`src/rtl/music_pkg.sv`:
```
// Shared definitions for the note sequencer: default geometry, beat rate and
// the controller state encoding (also driven onto the LED state output).
package music_pkg;

   localparam int ADDR_W_DEF         = 4;
   localparam int NOTE_W_DEF         = 5;
   localparam int DUR_W_DEF          = 2;
   localparam int TICKS_PER_BEAT_DEF = 12500000;

   typedef enum logic [1:0] {
      ST_IDLE       = 2'd0,
      ST_PLAY_FETCH = 2'd1,
      ST_PLAY_LOAD  = 2'd2,
      ST_PLAY_NOTE  = 2'd3
   } seq_state_e;

   // Width of a down-counter covering 0..ticks-1; never narrower than one bit.
   function automatic int tick_width(input int ticks);
      return (ticks > 1) ? $clog2(ticks) : 1;
   endfunction

endpackage

```
`src/rtl/note_sequencer_if.sv`:
```
// Note RAM port and tone generator port of the sequencer, bundled so the
// sequencer (master) and the RAM/tone side (slave) share one connection.
interface note_sequencer_if
   import music_pkg::*;
#(
   parameter int ADDR_W = ADDR_W_DEF,
   parameter int NOTE_W = NOTE_W_DEF,
   parameter int DUR_W  = DUR_W_DEF
);

   logic                    mem_we;
   logic [ADDR_W-1:0]       mem_addr;
   logic [NOTE_W+DUR_W-1:0] mem_wdata;
   logic [NOTE_W+DUR_W-1:0] mem_rdata;
   logic                    tone_en;
   logic [NOTE_W-1:0]       tone_note;

   modport master (
      output mem_we, mem_addr, mem_wdata, tone_en, tone_note,
      input  mem_rdata
   );

   modport slave (
      input  mem_we, mem_addr, mem_wdata, tone_en, tone_note,
      output mem_rdata
   );

endinterface

```
`src/rtl/beat_timer.sv`:
```
// Note length timer: counts TICKS_PER_BEAT cycles per beat for dur+1 beats
// while enabled and flags the last cycle of the note with done.
module beat_timer
   import music_pkg::*;
#(
   parameter int DUR_W          = DUR_W_DEF,
   parameter int TICKS_PER_BEAT = TICKS_PER_BEAT_DEF
) (
   input  logic             clk,
   input  logic             reset,
   input  logic             load,
   input  logic [DUR_W-1:0] dur,
   input  logic             enable,
   output logic             done
);

   localparam int                TICK_W   = tick_width(TICKS_PER_BEAT);
   localparam logic [TICK_W-1:0] TICK_MAX = TICK_W'(TICKS_PER_BEAT - 1);

   logic [TICK_W-1:0] tick_q, tick_d;
   logic [DUR_W-1:0]  beat_q, beat_d;

   always_comb begin
      tick_d = tick_q;
      beat_d = beat_q;
      done   = 1'b0;
      if (load) begin
         tick_d = TICK_MAX;
         beat_d = dur;
      end else if (enable) begin
         if (tick_q != '0) begin
            tick_d = tick_q - 1'b1;
         end else if (beat_q != '0) begin
            beat_d = beat_q - 1'b1;
            tick_d = TICK_MAX;
         end else begin
            done = 1'b1;
         end
      end
   end

   always_ff @(posedge clk or negedge reset) begin
      if (!reset) begin
         tick_q <= '0;
         beat_q <= '0;
      end else begin
         tick_q <= tick_d;
         beat_q <= beat_d;
      end
   end

endmodule

```
`src/rtl/note_sequencer.sv`:
```
// Record/playback scheduler for the note RAM and tone generator.
// Optional macro NOTE_SEQUENCER_LIVE_OVERRIDE_EN lets live keys override playback.
module note_sequencer
   import music_pkg::*;
#(
   parameter int ADDR_W         = ADDR_W_DEF,
   parameter int NOTE_W         = NOTE_W_DEF,
   parameter int DUR_W          = DUR_W_DEF,
   parameter int TICKS_PER_BEAT = TICKS_PER_BEAT_DEF
) (
   input  logic               clk,
   input  logic               reset,
   input  logic               rec_n,
   input  logic               play_n,
   input  logic               stop_n,
   input  logic               loop_en,
   input  logic [NOTE_W-1:0]  note_in,
   input  logic [DUR_W-1:0]   dur_in,
   input  logic               live_valid,
   input  logic [NOTE_W-1:0]  live_note,
   note_sequencer_if.master   bus,
   output logic [1:0]         state,
   output logic [ADDR_W:0]    notes_recorded,
   output logic               rec_full
);

   localparam int               CNT_W    = ADDR_W + 1;
   localparam logic [CNT_W-1:0] CAPACITY = CNT_W'(2 ** ADDR_W);

   seq_state_e        state_q, state_d;
   logic [CNT_W-1:0]  count_q, count_d;
   logic [ADDR_W-1:0] play_ptr_q, play_ptr_d;
   logic [NOTE_W-1:0] cur_note_q, cur_note_d;
   logic              rec_hist_q, play_hist_q, stop_hist_q;

   logic rec_press, play_press, stop_press;
   logic tmr_load, tmr_en, tmr_done;

   // A press is the cycle where the button is low but was high last cycle.
   assign rec_press  = rec_hist_q  & ~rec_n;
   assign play_press = play_hist_q & ~play_n;
   assign stop_press = stop_hist_q & ~stop_n;

   assign state          = state_q;
   assign notes_recorded = count_q;
   assign rec_full       = (count_q == CAPACITY);

   beat_timer #(
      .DUR_W          (DUR_W),
      .TICKS_PER_BEAT (TICKS_PER_BEAT)
   ) u_beat_timer (
      .clk    (clk),
      .reset  (reset),
      .load   (tmr_load),
      .dur    (bus.mem_rdata[NOTE_W +: DUR_W]),
      .enable (tmr_en),
      .done   (tmr_done)
   );

   always_comb begin
      state_d       = state_q;
      count_d       = count_q;
      play_ptr_d    = play_ptr_q;
      cur_note_d    = cur_note_q;
      tmr_load      = 1'b0;
      tmr_en        = 1'b0;
      bus.mem_we    = 1'b0;
      bus.mem_addr  = '0;
      bus.mem_wdata = {dur_in, note_in};
      bus.tone_en   = 1'b0;
      bus.tone_note = '0;

      unique case (state_q)
         ST_IDLE: begin
            bus.tone_en   = live_valid;
            bus.tone_note = live_note;
            // The highest-priority press consumes the cycle, even if ignored.
            if (stop_press) begin
               count_d = '0;
            end else if (play_press) begin
               if (count_q != '0) begin
                  play_ptr_d = '0;
                  state_d    = ST_PLAY_FETCH;
               end
            end else if (rec_press && !rec_full) begin
               bus.mem_we   = 1'b1;
               bus.mem_addr = count_q[ADDR_W-1:0];
               count_d      = count_q + 1'b1;
            end
         end
         ST_PLAY_FETCH: begin
            bus.mem_addr = play_ptr_q;
            state_d      = ST_PLAY_LOAD;
         end
         ST_PLAY_LOAD: begin
            bus.mem_addr = play_ptr_q;
            cur_note_d   = bus.mem_rdata[NOTE_W-1:0];
            tmr_load     = 1'b1;
            state_d      = ST_PLAY_NOTE;
         end
         ST_PLAY_NOTE: begin
            bus.mem_addr  = play_ptr_q;
            bus.tone_en   = 1'b1;
            bus.tone_note = cur_note_q;
            tmr_en        = 1'b1;
            if (tmr_done) begin
               if (({1'b0, play_ptr_q} + 1'b1) < count_q) begin
                  play_ptr_d = play_ptr_q + 1'b1;
                  state_d    = ST_PLAY_FETCH;
               end else if (loop_en) begin
                  play_ptr_d = '0;
                  state_d    = ST_PLAY_FETCH;
               end else begin
                  state_d = ST_IDLE;
               end
            end
         end
         default: state_d = ST_IDLE;
      endcase

      if (state_q != ST_IDLE && stop_press) begin
         state_d = ST_IDLE;
      end

`ifdef NOTE_SEQUENCER_LIVE_OVERRIDE_EN
      if (state_q != ST_IDLE && live_valid) begin
         bus.tone_en   = 1'b1;
         bus.tone_note = live_note;
      end
`endif
   end

   always_ff @(posedge clk or negedge reset) begin
      if (!reset) begin
         state_q     <= ST_IDLE;
         count_q     <= '0;
         play_ptr_q  <= '0;
         cur_note_q  <= '0;
         rec_hist_q  <= 1'b1;
         play_hist_q <= 1'b1;
         stop_hist_q <= 1'b1;
      end else begin
         state_q     <= state_d;
         count_q     <= count_d;
         play_ptr_q  <= play_ptr_d;
         cur_note_q  <= cur_note_d;
         rec_hist_q  <= rec_n;
         play_hist_q <= play_n;
         stop_hist_q <= stop_n;
      end
   end

endmodule

```
`src/flat_wrapper.sv`:
```
// flat-port wrapper written by rule: the top's interface ports become plain ports
module note_sequencer_flat import music_pkg::*;
#(
   parameter int ADDR_W         = ADDR_W_DEF,
   parameter int NOTE_W         = NOTE_W_DEF,
   parameter int DUR_W          = DUR_W_DEF,
   parameter int TICKS_PER_BEAT = TICKS_PER_BEAT_DEF
)
  (clk, reset, rec_n, play_n, stop_n, loop_en, note_in, dur_in, live_valid, live_note, state, notes_recorded, rec_full, bus_mem_we, bus_mem_addr, bus_mem_wdata, bus_tone_en, bus_tone_note, bus_mem_rdata);
  note_sequencer_if #(.ADDR_W(ADDR_W), .NOTE_W(NOTE_W), .DUR_W(DUR_W)) bus_i ();
  input  logic clk;
  input  logic reset;
  input  logic rec_n;
  input  logic play_n;
  input  logic stop_n;
  input  logic loop_en;
  input  logic [NOTE_W-1:0] note_in;
  input  logic [DUR_W-1:0] dur_in;
  input  logic live_valid;
  input  logic [NOTE_W-1:0] live_note;
  output logic [1:0] state;
  output logic [ADDR_W:0] notes_recorded;
  output logic rec_full;
  output wire logic [$bits(bus_i.mem_we)-1:0] bus_mem_we;
  output wire logic [$bits(bus_i.mem_addr)-1:0] bus_mem_addr;
  output wire logic [$bits(bus_i.mem_wdata)-1:0] bus_mem_wdata;
  output wire logic [$bits(bus_i.tone_en)-1:0] bus_tone_en;
  output wire logic [$bits(bus_i.tone_note)-1:0] bus_tone_note;
  input wire logic [$bits(bus_i.mem_rdata)-1:0] bus_mem_rdata;
  assign bus_mem_we = bus_i.mem_we;
  assign bus_mem_addr = bus_i.mem_addr;
  assign bus_mem_wdata = bus_i.mem_wdata;
  assign bus_tone_en = bus_i.tone_en;
  assign bus_tone_note = bus_i.tone_note;
  assign bus_i.mem_rdata = bus_mem_rdata;
  note_sequencer #(.ADDR_W(ADDR_W), .NOTE_W(NOTE_W), .DUR_W(DUR_W), .TICKS_PER_BEAT(TICKS_PER_BEAT)) u_core (.clk(clk), .reset(reset), .rec_n(rec_n), .play_n(play_n), .stop_n(stop_n), .loop_en(loop_en), .note_in(note_in), .dur_in(dur_in), .live_valid(live_valid), .live_note(live_note), .bus(bus_i), .state(state), .notes_recorded(notes_recorded), .rec_full(rec_full));
endmodule
```
`config.mk`:
```
export PLATFORM = sky130hd
export DESIGN_NAME = note_sequencer_flat
export DESIGN_NICKNAME = d
export VERILOG_FILES = /design/src/rtl/music_pkg.sv /design/src/rtl/note_sequencer_if.sv /design/src/rtl/beat_timer.sv /design/src/rtl/note_sequencer.sv /design/src/flat_wrapper.sv
export SDC_FILE = /design/constraint.sdc
export NUM_CORES = 1
export LEC_CHECK = 0
export ABC_AREA = 1
export CORE_MARGIN = 2
export CORE_UTILIZATION = 54
export CTS_CLUSTER_DIAMETER = 100
export CTS_CLUSTER_SIZE = 20
export DETAILED_ROUTE_END_ITERATION = 8
export HOLD_SLACK_MARGIN = 0.06
export PLACE_DENSITY_LB_ADDON = 0.2
export SYNTH_ARGS = -nofsm -noshare
export SYNTH_HDL_FRONTEND = slang
export SYNTH_SLANG_ARGS = --single-unit
```
`constraint.sdc`:
```
create_clock -name clk -period 2.6 [get_ports clk]
set_input_delay 0.39 -clock clk [delete_from_list [all_inputs] [get_ports clk]]
set_output_delay 0.39 -clock clk [all_outputs]
set_load 0.03 [all_outputs]
```
Word level (Yosys, flattened, before mapping). Cells that the tools add are included.

Output and inout port bits: 26. Input bits: 26. Logic and storage cells: 97. Bits in registers: 45.

Bitwise operators: 6. Add/sub/neg operators: 5. Multiplexer cells: 42. Reduce and logical (&&, ||, !) cells: 19. $lt $le $gt $ge: 1. Equality and inequality tests: 15.

Operators by type and width (number): 2-to-1 mux 24 bit (4); 2-to-1 mux 4 bit (9); nonzero test 24 bit (1); subtractor 24 x 1 -> 24 bit (second input constant) (1); 2-to-1 mux 2 bit (10); case mux 4 bit (2 select lines) (2); 2-to-1 mux 5 bit (3); nonzero test 2 bit (6); 2-to-1 mux 1 bit (11); case mux 5 bit (2 select lines) (1); inequality test 3 x 1 -> 1 bit (second input constant) (3); inequality test 2 x 1 -> 1 bit (second input constant) (4); case mux 2 bit (4 select lines) (1); AND reduction 3 bit (2); AND reduction 6 bit (1); adder 4 x 1 -> 5 bit (second input constant) (1); adder 5 x 1 -> 5 bit (second input constant) (1); == test 5 bit (second input constant) (1); less-than comparator 5 bit (1); nonzero test 5 bit (1); adder 4 x 1 -> 4 bit (second input constant) (1); == test 2 bit (second input constant) (2); inequality test 2 bit (second input constant) (2); AND reduction 4 bit (1); 13 further kinds (18).

Depth between registers and ports, before layout. Gate-level depths: netlist (run 1).

Depth in word-level cells: 8. Depth in mapped cells: 13. Gate-level depth less buffers: 13.

Hierarchy. From an unflattened synthesis (run 1), not the netlist that was laid out.

Cell total of the unflattened synthesis: 449. Area total of the unflattened synthesis: 3225.6 sq um.

By module, submodules not included: beat_timer (times used 1, area each 1825.5 sq um, sequential area each 650.6 sq um, cells an instance 271); note_sequencer (times used 1, area each 1400.1 sq um, sequential area each 479.2 sq um, cells an instance 178).

Worst setup path before layout (run 1). No wires, ideal clock.

Path type: flip-flop to output port. Start: register u_core.state_q[0] (netlist: u_core.state[0]). End: output bus_mem_addr[0]. Cell stages (with the launch flop): 5. Path buffers: 1. Data arrival time: 1.769 ns. Slack: 0.441 ns. Required time: 2.210 ns. Path through: dfrtp_1 -> inv_1 -> ha_1 -> clkbuf_1 -> o21ai_0.

Word-level cells in the longest chain between the ends: 3. Elaborated cells between the ends (all ways): 6. Classes of those cells: 3 x eq/ne; 1 x mux; 2 x reduce/logical.

Ends and longest elaborated chain: start: declaration (RTL line note_sequencer.sv:30) `seq_state_e state_q, state_d;`; start signal: assignment (RTL line note_sequencer.sv:143) `state_q <= state_d;`; == test 2 x 1 -> 1 bit or == test 2 bit (tied branches) (RTL line note_sequencer.sv:73) `unique case (state_q)`; OR reduction 3 bit (no line); case mux 4 bit (2 select lines) * (RTL line note_sequencer.sv:73); end: declaration (RTL line flat_wrapper.sv:25) `output wire logic [$bits(bus_i.mem_addr)-1:0] bus_mem_addr;`.

Mark *: on every way between the ends. The rest lies on a longest branch, timed or not.

Worst setup path in the final report (run 1).
Start: register u_core.count_q[1] (netlist: u_core.notes_recorded[1]). End: output bus_mem_addr[1].

Word-level cells in the longest chain between the ends: 7.

Ends and longest elaborated chain: start: declaration (RTL line note_sequencer.sv:31) `logic [CNT_W-1:0] count_q, count_d;`; start signal: assignment (RTL line note_sequencer.sv:144) `count_q <= count_d;`; == test 5 bit (RTL line note_sequencer.sv:46) `assign rec_full = (count_q == CAPACITY);`; logical NOT 1 bit (RTL line note_sequencer.sv:85) `end else if (rec_press && !rec_full) begin`; logical AND 1 bit (RTL line note_sequencer.sv:85); 2-to-1 mux 4 bit * (RTL line note_sequencer.sv:85); 2-to-1 mux 4 bit * (RTL line note_sequencer.sv:80) `end else if (play_press) begin`; 2-to-1 mux 4 bit * (RTL line note_sequencer.sv:78) `if (stop_press) begin`; case mux 4 bit (2 select lines) * (RTL line note_sequencer.sv:73).

Marks and branches as above.

==> results of run 1 <==
-- final timing paths --
kind | slack [ns] | endpoint | from
worst max-delay path | 0.29 | bus_mem_addr[1] | u_core.notes_recorded[1]$_DFFE_PN0P_
worst min-delay path | 0.48 | u_core.cur_note_q[0]$_DFFE_PN0P_ | u_core.cur_note_q[0]$_DFFE_PN0P_
worst max register to register | 0.43 | u_core.play_ptr_q[2]$_DFFE_PN0P_ | u_core.play_ptr_q[0]$_DFFE_PN0P_
worst min register to register | 0.48 | u_core.cur_note_q[0]$_DFFE_PN0P_ | u_core.cur_note_q[0]$_DFFE_PN0P_
max in group asynchronous | 1.32 | u_core.rec_hist_q$_DFF_PN1_ | reset
min in group asynchronous | 0.54 | u_core.u_beat_timer.tick_q[11]$_DFFE_PN0P_ | reset
-- cell families after synthesis --
logic type / after synthesis / synth area share [%]
AOI/OAI and AO/OA: 50 / 8.63
buffers and inverters: 73 / 10.3
DFF: 45 / 35.6
and+or+nand+nor: 251 / 36.7
adders and majority gates: 14 / 5.51
xor gates and xnor gates: 12 / 3.31
-- area by class of cell --
type                            instances  area (µm²)
Sequential cell                        45        1130
Tap cell                               72        90.1
Timing Repair Buffer                   44         410
Fill cell                             524        1960
Multi-Input combinational cell        327        1720
Clock buffer                            7        86.3
Inverter                               55         206
-- report_power, final --
part | internal (µW) | switching, µW | total (µW)
combinational | 563 | 1130 | 1690
clock | 211 | 229 | 440
sequential | 877 | 169 | 1050
-- synthesized netlist by cell type --
cell | n | share of area (%)
nand3_1 | 47 | 7.4
clkbuf_1 | 3 | 0.35
nor2_4 | 7 | 2.5
nand4_2 | 1 | 0.39
or2_2 | 1 | 0.20
nor2_1 | 42 | 5.0
nor2_2 | 7 | 1.4
o21ai_2 | 5 | 1.4
inv_1 | 53 | 6.3
dfrtp_1 | 42 | 33
nand3b_1 | 4 | 0.95
xnor2_1 | 2 | 0.55
nand4_1 | 9 | 1.8
ha_1 | 14 | 5.5
nand3_2 | 3 | 0.95
nand2_2 | 4 | 0.79
a21oi_1 | 9 | 1.4
buf_2 | 4 | 0.63
nand2_1 | 123 | 15
xor2_1 | 10 | 2.8
o21ai_1 | 11 | 1.7
a22oi_1 | 2 | 0.47
nor3_2 | 1 | 0.32
nor4_1 | 1 | 0.20
buf_1 | 1 | 0.12
inv_2 | 2 | 0.24
dfstp_2 | 3 | 2.5
nand2_4 | 1 | 0.35
o21ai_0 | 23 | 3.6
buf_4 | 7 | 1.7
buf_6 | 3 | 1.1
-- worst min-delay path, delay by kind of cell, from the launching register on --
family / cells / cell delay [ns]
simple gates: 2 / 0.09
flops: 1 / 0.35
-- cells in the final DEF (no fill, tap or decap), types with 7 or more instances in the layout --
master,Yosys,layout
clkdlybuf4s50_1,0,25
nand4_1,9,9
nand3_1,47,47
dfrtp_1,42,42
nor2_1,42,42
ha_1,14,12
nor2_4,7,7
nor2_2,7,7
o21ai_1,11,11
o21ai_0,23,23
xor2_1,10,10
a21oi_1,9,9
nand2_1,123,123
inv_1,53,53
-- sequential cells by signal, summed over array words and instances, names as in the netlist --
register	flops
u_core.u_beat_timer.tick_q	24
u_core.cur_note_q	5
u_core.notes_recorded	5
u_core.play_ptr_q	4
u_core.state	2
u_core.u_beat_timer.beat_q	2
u_core.play_hist_q	1
u_core.rec_hist_q	1
u_core.stop_hist_q	1
-- metrics by stage --
step | hold WS, ns | cells | setup WS, ns
after floorplan | 0.0944 | 445 | 0.441
after global placement | 0.330 | 542 | 0.103
after detailed placement | 0.338 | 542 | 0.0682
after CTS | 0.484 | 550 | 0.0241
after global routing | 0.519 | 550 | 0.0484
final | 0.480 | 550 | 0.291
-- per-layer routing --
layer  share of wire (%)  GRT usage, %  routed length (µm)  vias to the layer above
li1                    -             -                   -                     1476
met3                 5.0          4.94                 378                        7
met1                  49          35.6                3670                     1379
met4                0.89          7.29                  67                        0
met5                   0             0                   0                        -
met2                  45          41.0                3380                       86
-- repair_timing --
| item | CTS | global route |
|---|---|---|
| hold buffers | 1 | 0 |
| hold endpoints to repair | 16 | 0 |
| endpoints found under the setup margin | 11 | 11 |
| buffers inserted | 0 | 0 |
| gates resized for setup | 6 | 21 |
==> results.sh, run 1 <==
export IMPL_outcome="finished, final reports clean"
export IMPL_clock_tree_htree_level_count=2
export IMPL_synth_cell_type_count=31
export IMPL_place_gp_congestion=0.965
export IMPL_final_nets=518
export IMPL_hold_path_class="reg -> reg"
export IMPL_mappedNetlistArea_um2=3180
export IMPL_max_cap_violations=0
export IMPL_min_period_over_period_pct=88.8
export IMPL_timing_hold_violations_final=0
export IMPL_vdd_drop_max_v=0.000608
export IMPL_syn_mean_instance_area_um2=7.14
export IMPL_number_of_storage_elements_in_the_synthesis_netlist=45
export IMPL_via_per_inst=5.36
export IMPL_finalWirelength_um=7490
export IMPL_critical_path_slowest_cell="dfrtp_1"
export IMPL_core_footprint_um2=5610
export IMPL_worst_r2r_path_depth=12
export IMPL_ant_nets=0
export IMPL_power_density_cell_area_nw_per_um2=871
export IMPL_setup_worst_path_end_class="output port"
export IMPL_non_filler_cell_area_final_um2=3650
export IMPL_die_height_um=80.7
export IMPL_grt_pass1_wl_um=13000
export IMPL_first_pass_iters=5
export IMPL_cellLeakagePower_uw=0.00180
export IMPL_tritoncts_num_buffers=5
export IMPL_clock_latency_ns=0.30
export IMPL_initialDrtViolationCount=231
export IMPL_synthToLayoutAreaGrowth_pct=14.8
export IMPL_grt_max_degree=30
export IMPL_detailed_place_hpwl_um=5600
export IMPL_post_dp_cell_area_um2=3560
export IMPL_worstPathBufferInverterCount=3
export IMPL_antenna_violations_before_repair=0
export IMPL_rows=27
export IMPL_skew_ns=0.00518
export IMPL_die_width_um=80.7
export IMPL_worstPathCellList="inv_1 > ha_1 > nand4_1 > nand3_1 > inv_1 > nand2_1 > nor2_4 > nand3_1 > o21ai_0 > clkbuf_2"
export IMPL_seq_area_frac_synth_pct=35.6
export IMPL_max_freq_ghz=0.433
export IMPL_critical_path_class="reg -> out"
export IMPL_die_area_um2=6510
export IMPL_cp_start_kind="flop"
export IMPL_numClockSinks=45
export IMPL_tightestPinTransition_ns=0.527
export IMPL_num_vias=2948
export IMPL_post_route_util_pct=65.0
export IMPL_finalWorstPathRequiredPeriod_ns=2.31
export IMPL_root_buffer="clkbuf_8"
export IMPL_netlist_instances=445
export IMPL_worst_path_stages=10
export IMPL_final_max_slew_viol_count=0
export IMPL_final_routed_wire_length_divided_by_cell_count_um=13.6
export IMPL_share_of_post_route_cells_with_drive_strength_above_1_pct=11.5
export IMPL_design_portCount=52
export IMPL_max_clock_path_buffers=2
export IMPL_synth_warning_count=0
export IMPL_fin_setup_tns_ns=0
export IMPL_timing_max_slew_rel_slack_pct=64.8
export IMPL_worst_path_largest_cell_delay_ns=0.42
export IMPL_grt_total_usage_pct=25.7
export IMPL_setup_viol=0
export IMPL_start_util_pct=56.6
export IMPL_clkSlewWorstSetupHoldPaths_ns=0.08
export IMPL_grt_remaining_overflow=0
export IMPL_timing_hold_worst_path_depth=2
export IMPL_required_ns=2.21
export IMPL_critPathTopFamily="simple AND/OR/NAND/NOR gates"
export IMPL_tritoncts="built"
export IMPL_number_of_global_route_vias_before_repair=2862
export IMPL_drc_errors=0
export IMPL_syn_nets=485
export IMPL_timing_critical_path_arrival_ns=1.92
export IMPL_n_antenna_cell=0
export IMPL_grt_setup_unrepaired="no"
export IMPL_io_buffers=37
export IMPL_design_power_total_uw=3180
export IMPL_path_max_fanout=5
Note: power is estimated with default switching activity, not from simulation.
==> run 2: changes to the inputs <==
Settings changed: CORE_UTILIZATION 54 to 49, HOLD_SLACK_MARGIN 0.06 to default, PLACE_DENSITY from default to 0.77, PLACE_DENSITY_LB_ADDON 0.2 to default.
Clock period 2.6 ns to 2.05 ns, I/O delays scaled along.
==> run 2 against run 1 <==
Net effect: critical path type unchanged; sequential share of layout area decreased by 1.4 points; the flow now finishes with violations (hold timing, setup timing); highest routed layer unchanged; clock power increased by 31%; via count increased by 1.8%; die area increased by 9.7%; clock skew increased by 0.0082 ns; combinational power increased by 45%; first-iteration DRC count decreased by 9.1%; largest power group unchanged.
==> results.sh, run 2 (synthesis results as in run 1) <==
export IMPL_grt_remaining_overflow=0
export IMPL_vdd_drop_max_v=0.000644
export IMPL_max_clock_path_buffers=2
export IMPL_top_register="u_core.u_beat_timer.tick_q"
export IMPL_tritoncts_num_buffers=5
export IMPL_max_cap_violations=0
export IMPL_final_routed_wire_length_divided_by_cell_count_um=13.5
export IMPL_final_max_slew_viol_count=0
export IMPL_share_of_post_route_cells_with_drive_strength_above_1_pct=19.6
export IMPL_cellLeakagePower_uw=0.00179
export IMPL_synthToLayoutAreaGrowth_pct=20.7
export IMPL_most_frequent_cells_in_the_layout="nand2_1 (122), inv_1 (50), nand3_1 (41), nor2_1 (41), dfrtp_1 (39)"
export IMPL_mostFrequentLayoutCell="nand2_1"
export IMPL_tritoncts="built"
export IMPL_largest_register_ffs=24
export IMPL_core_footprint_um2=6310
export IMPL_hold_path_class="in -> async"
export IMPL_clock_tree_htree_level_count=2
export IMPL_post_route_worst_setup_slack_ns=-0.00847
export IMPL_worst_r2r_path_depth=12
export IMPL_fillers=557
export IMPL_rows=29
export IMPL_drc_errors=0
export IMPL_power_density_cell_area_nw_per_um2=1130
export IMPL_grt_total_usage_pct=21.5
export IMPL_timing_critical_path_arrival_ns=1.75
export IMPL_number_of_global_route_vias_before_repair=2817
export IMPL_hold_worst_slack_ns=-0.0193
export IMPL_post_route_util_pct=60.7
export IMPL_grt_setup_unrepaired="yes"
export IMPL_reg2reg_slack_ns=0.11
export IMPL_io_buffers=37
export IMPL_design_portCount=52
export IMPL_outcome="finished with violations"
export IMPL_place_detailed_instances=549
export IMPL_timing_max_slew_rel_slack_pct=61.8
export IMPL_cp_start_kind="flop"
export IMPL_die_height_um=84.5
export IMPL_required_ns=1.74
export IMPL_ant_nets=0
export IMPL_n_antenna_cell=0
export IMPL_first_pass_iters=4
export IMPL_setup_worst_path_end_class="output port"
export IMPL_grt_max_degree=29
export IMPL_met2WireLength_um=3680
export IMPL_violations_in_the_final_reports="hold timing, setup timing"
export IMPL_final_nets=530
export IMPL_grt_pass1_wl_um=12700
export IMPL_finalWorstPathRequiredPeriod_ns=2.06
export IMPL_detailed_place_hpwl_um=5450
export IMPL_initialDrtViolationCount=210
export IMPL_path_max_fanout=5
export IMPL_antenna_violations_before_repair=0
export IMPL_clock_latency_ns=0.31
export IMPL_place_gp_congestion=0.869
export IMPL_clkSlewWorstSetupHoldPaths_ns=0.09
export IMPL_max_freq_ghz=0.486
export IMPL_design_power_total_uw=4340
export IMPL_regToRegEndpoint="u_core.play_ptr_q[2]$_DFFE_PN0P_"
export IMPL_critical_path_reg2reg_startpoint="u_core.play_ptr_q[0]$_DFFE_PN0P_"
export IMPL_met1_length_um=3440
export IMPL_setup_viol=1
export IMPL_die_area_um2=7140
export IMPL_start_util_pct=50.3
export IMPL_met3_length_um=445
export IMPL_startpoint="u_core.notes_recorded[1]$_DFFE_PN0P_"
export IMPL_skew_ns=0.0134
export IMPL_root_buffer="clkbuf_8"
export IMPL_tightestPinTransition_ns=0.573
export IMPL_critical_path_class="reg -> out"
export IMPL_layout_cells_non_filler=568
export IMPL_numClockSinks=45
export IMPL_min_period_over_period_pct=100
export IMPL_preCtsSetupSlack_ns=0.0727
export IMPL_via_per_inst=5.29
export IMPL_timing_hold_violations_final=12
export IMPL_finalWirelength_um=7690
export IMPL_die_width_um=84.5
export IMPL_num_vias=3002
export IMPL_timing_critical_path_to="bus_mem_addr[1]"
export IMPL_top_layer="met4"
[run 2: cell type report]
type                       instances  area, µm²  share of cell area, %
sequential                        45       1130                   29.6
timing repair buffer              56        499                   13.0
tap                               77       96.3                   2.51
clock inverter                     3       22.5                  0.587
inverter                          55        206                   5.38
clock buffer                       5       68.8                   1.79
multi-input combinational        327       1810                   47.1
[run 2: stage by stage]
stage	cell area, µm²	setup TNS (ns)
3_5_place_dp	3560	0
3_3_place_gp	3560	0
4_1_cts	3700	-0.0181
5_1_grt	3830	-0.657
2_1_floorplan	3180	-0.0816
6_report	3830	-0.00847
[run 2: layer usage]
metal	track usage (%)	up-vias
met5	0	-
met3	3.64	14
met2	35.5	77
met4	6.35	0
met1	29.0	1405
li1	-	1506
[run 2: critical path, stage by stage (launching register included)]
cell and delay, ns:
dfrtp_1 0.37, inv_2 0.06, ha_4 0.16, nand4_1 0.09, nand3_1 0.08, inv_1 0.07, nand2_2 0.07, nor2_4 0.18
nand3_2 0.08, o21ai_1 0.10, buf_4 0.18
[run 2: where the power goes]
group          internal, µW  switching, µW
Combinational           906           1550
Clock                   242            335
Sequential             1110            201
[run 2: what timing repair did]
action | 4_1_cts | 5_1_grt
endpoints found under the setup margin | 8 | 20
pin swaps | 5 | 7
setup buffers | 3 | 8
gates resized for setup | 14 | 18
hold buffers | 0 | 0
[run 2: worst min path at each step]
stage | end | depth (start not counted) | slack, ns | start
6_report | u_core.notes_recorded[4]$_DFFE_PN0P_ | 1 | -0.02 | reset
3_3_place_gp | u_core.notes_recorded[4]$_DFFE_PN0P_ | 1 | 0.33 | reset
3_5_place_dp | u_core.notes_recorded[4]$_DFFE_PN0P_ | 1 | 0.34 | reset
2_1_floorplan | u_core.cur_note_q[0]$_DFFE_PN0P_ | 0 | 0.01 | reset
5_1_grt | u_core.u_beat_timer.tick_q[4]$_DFFE_PN0P_ | 1 | 0.03 | reset
4_1_cts | u_core.u_beat_timer.tick_q[4]$_DFFE_PN0P_ | 1 | 0.003 | reset
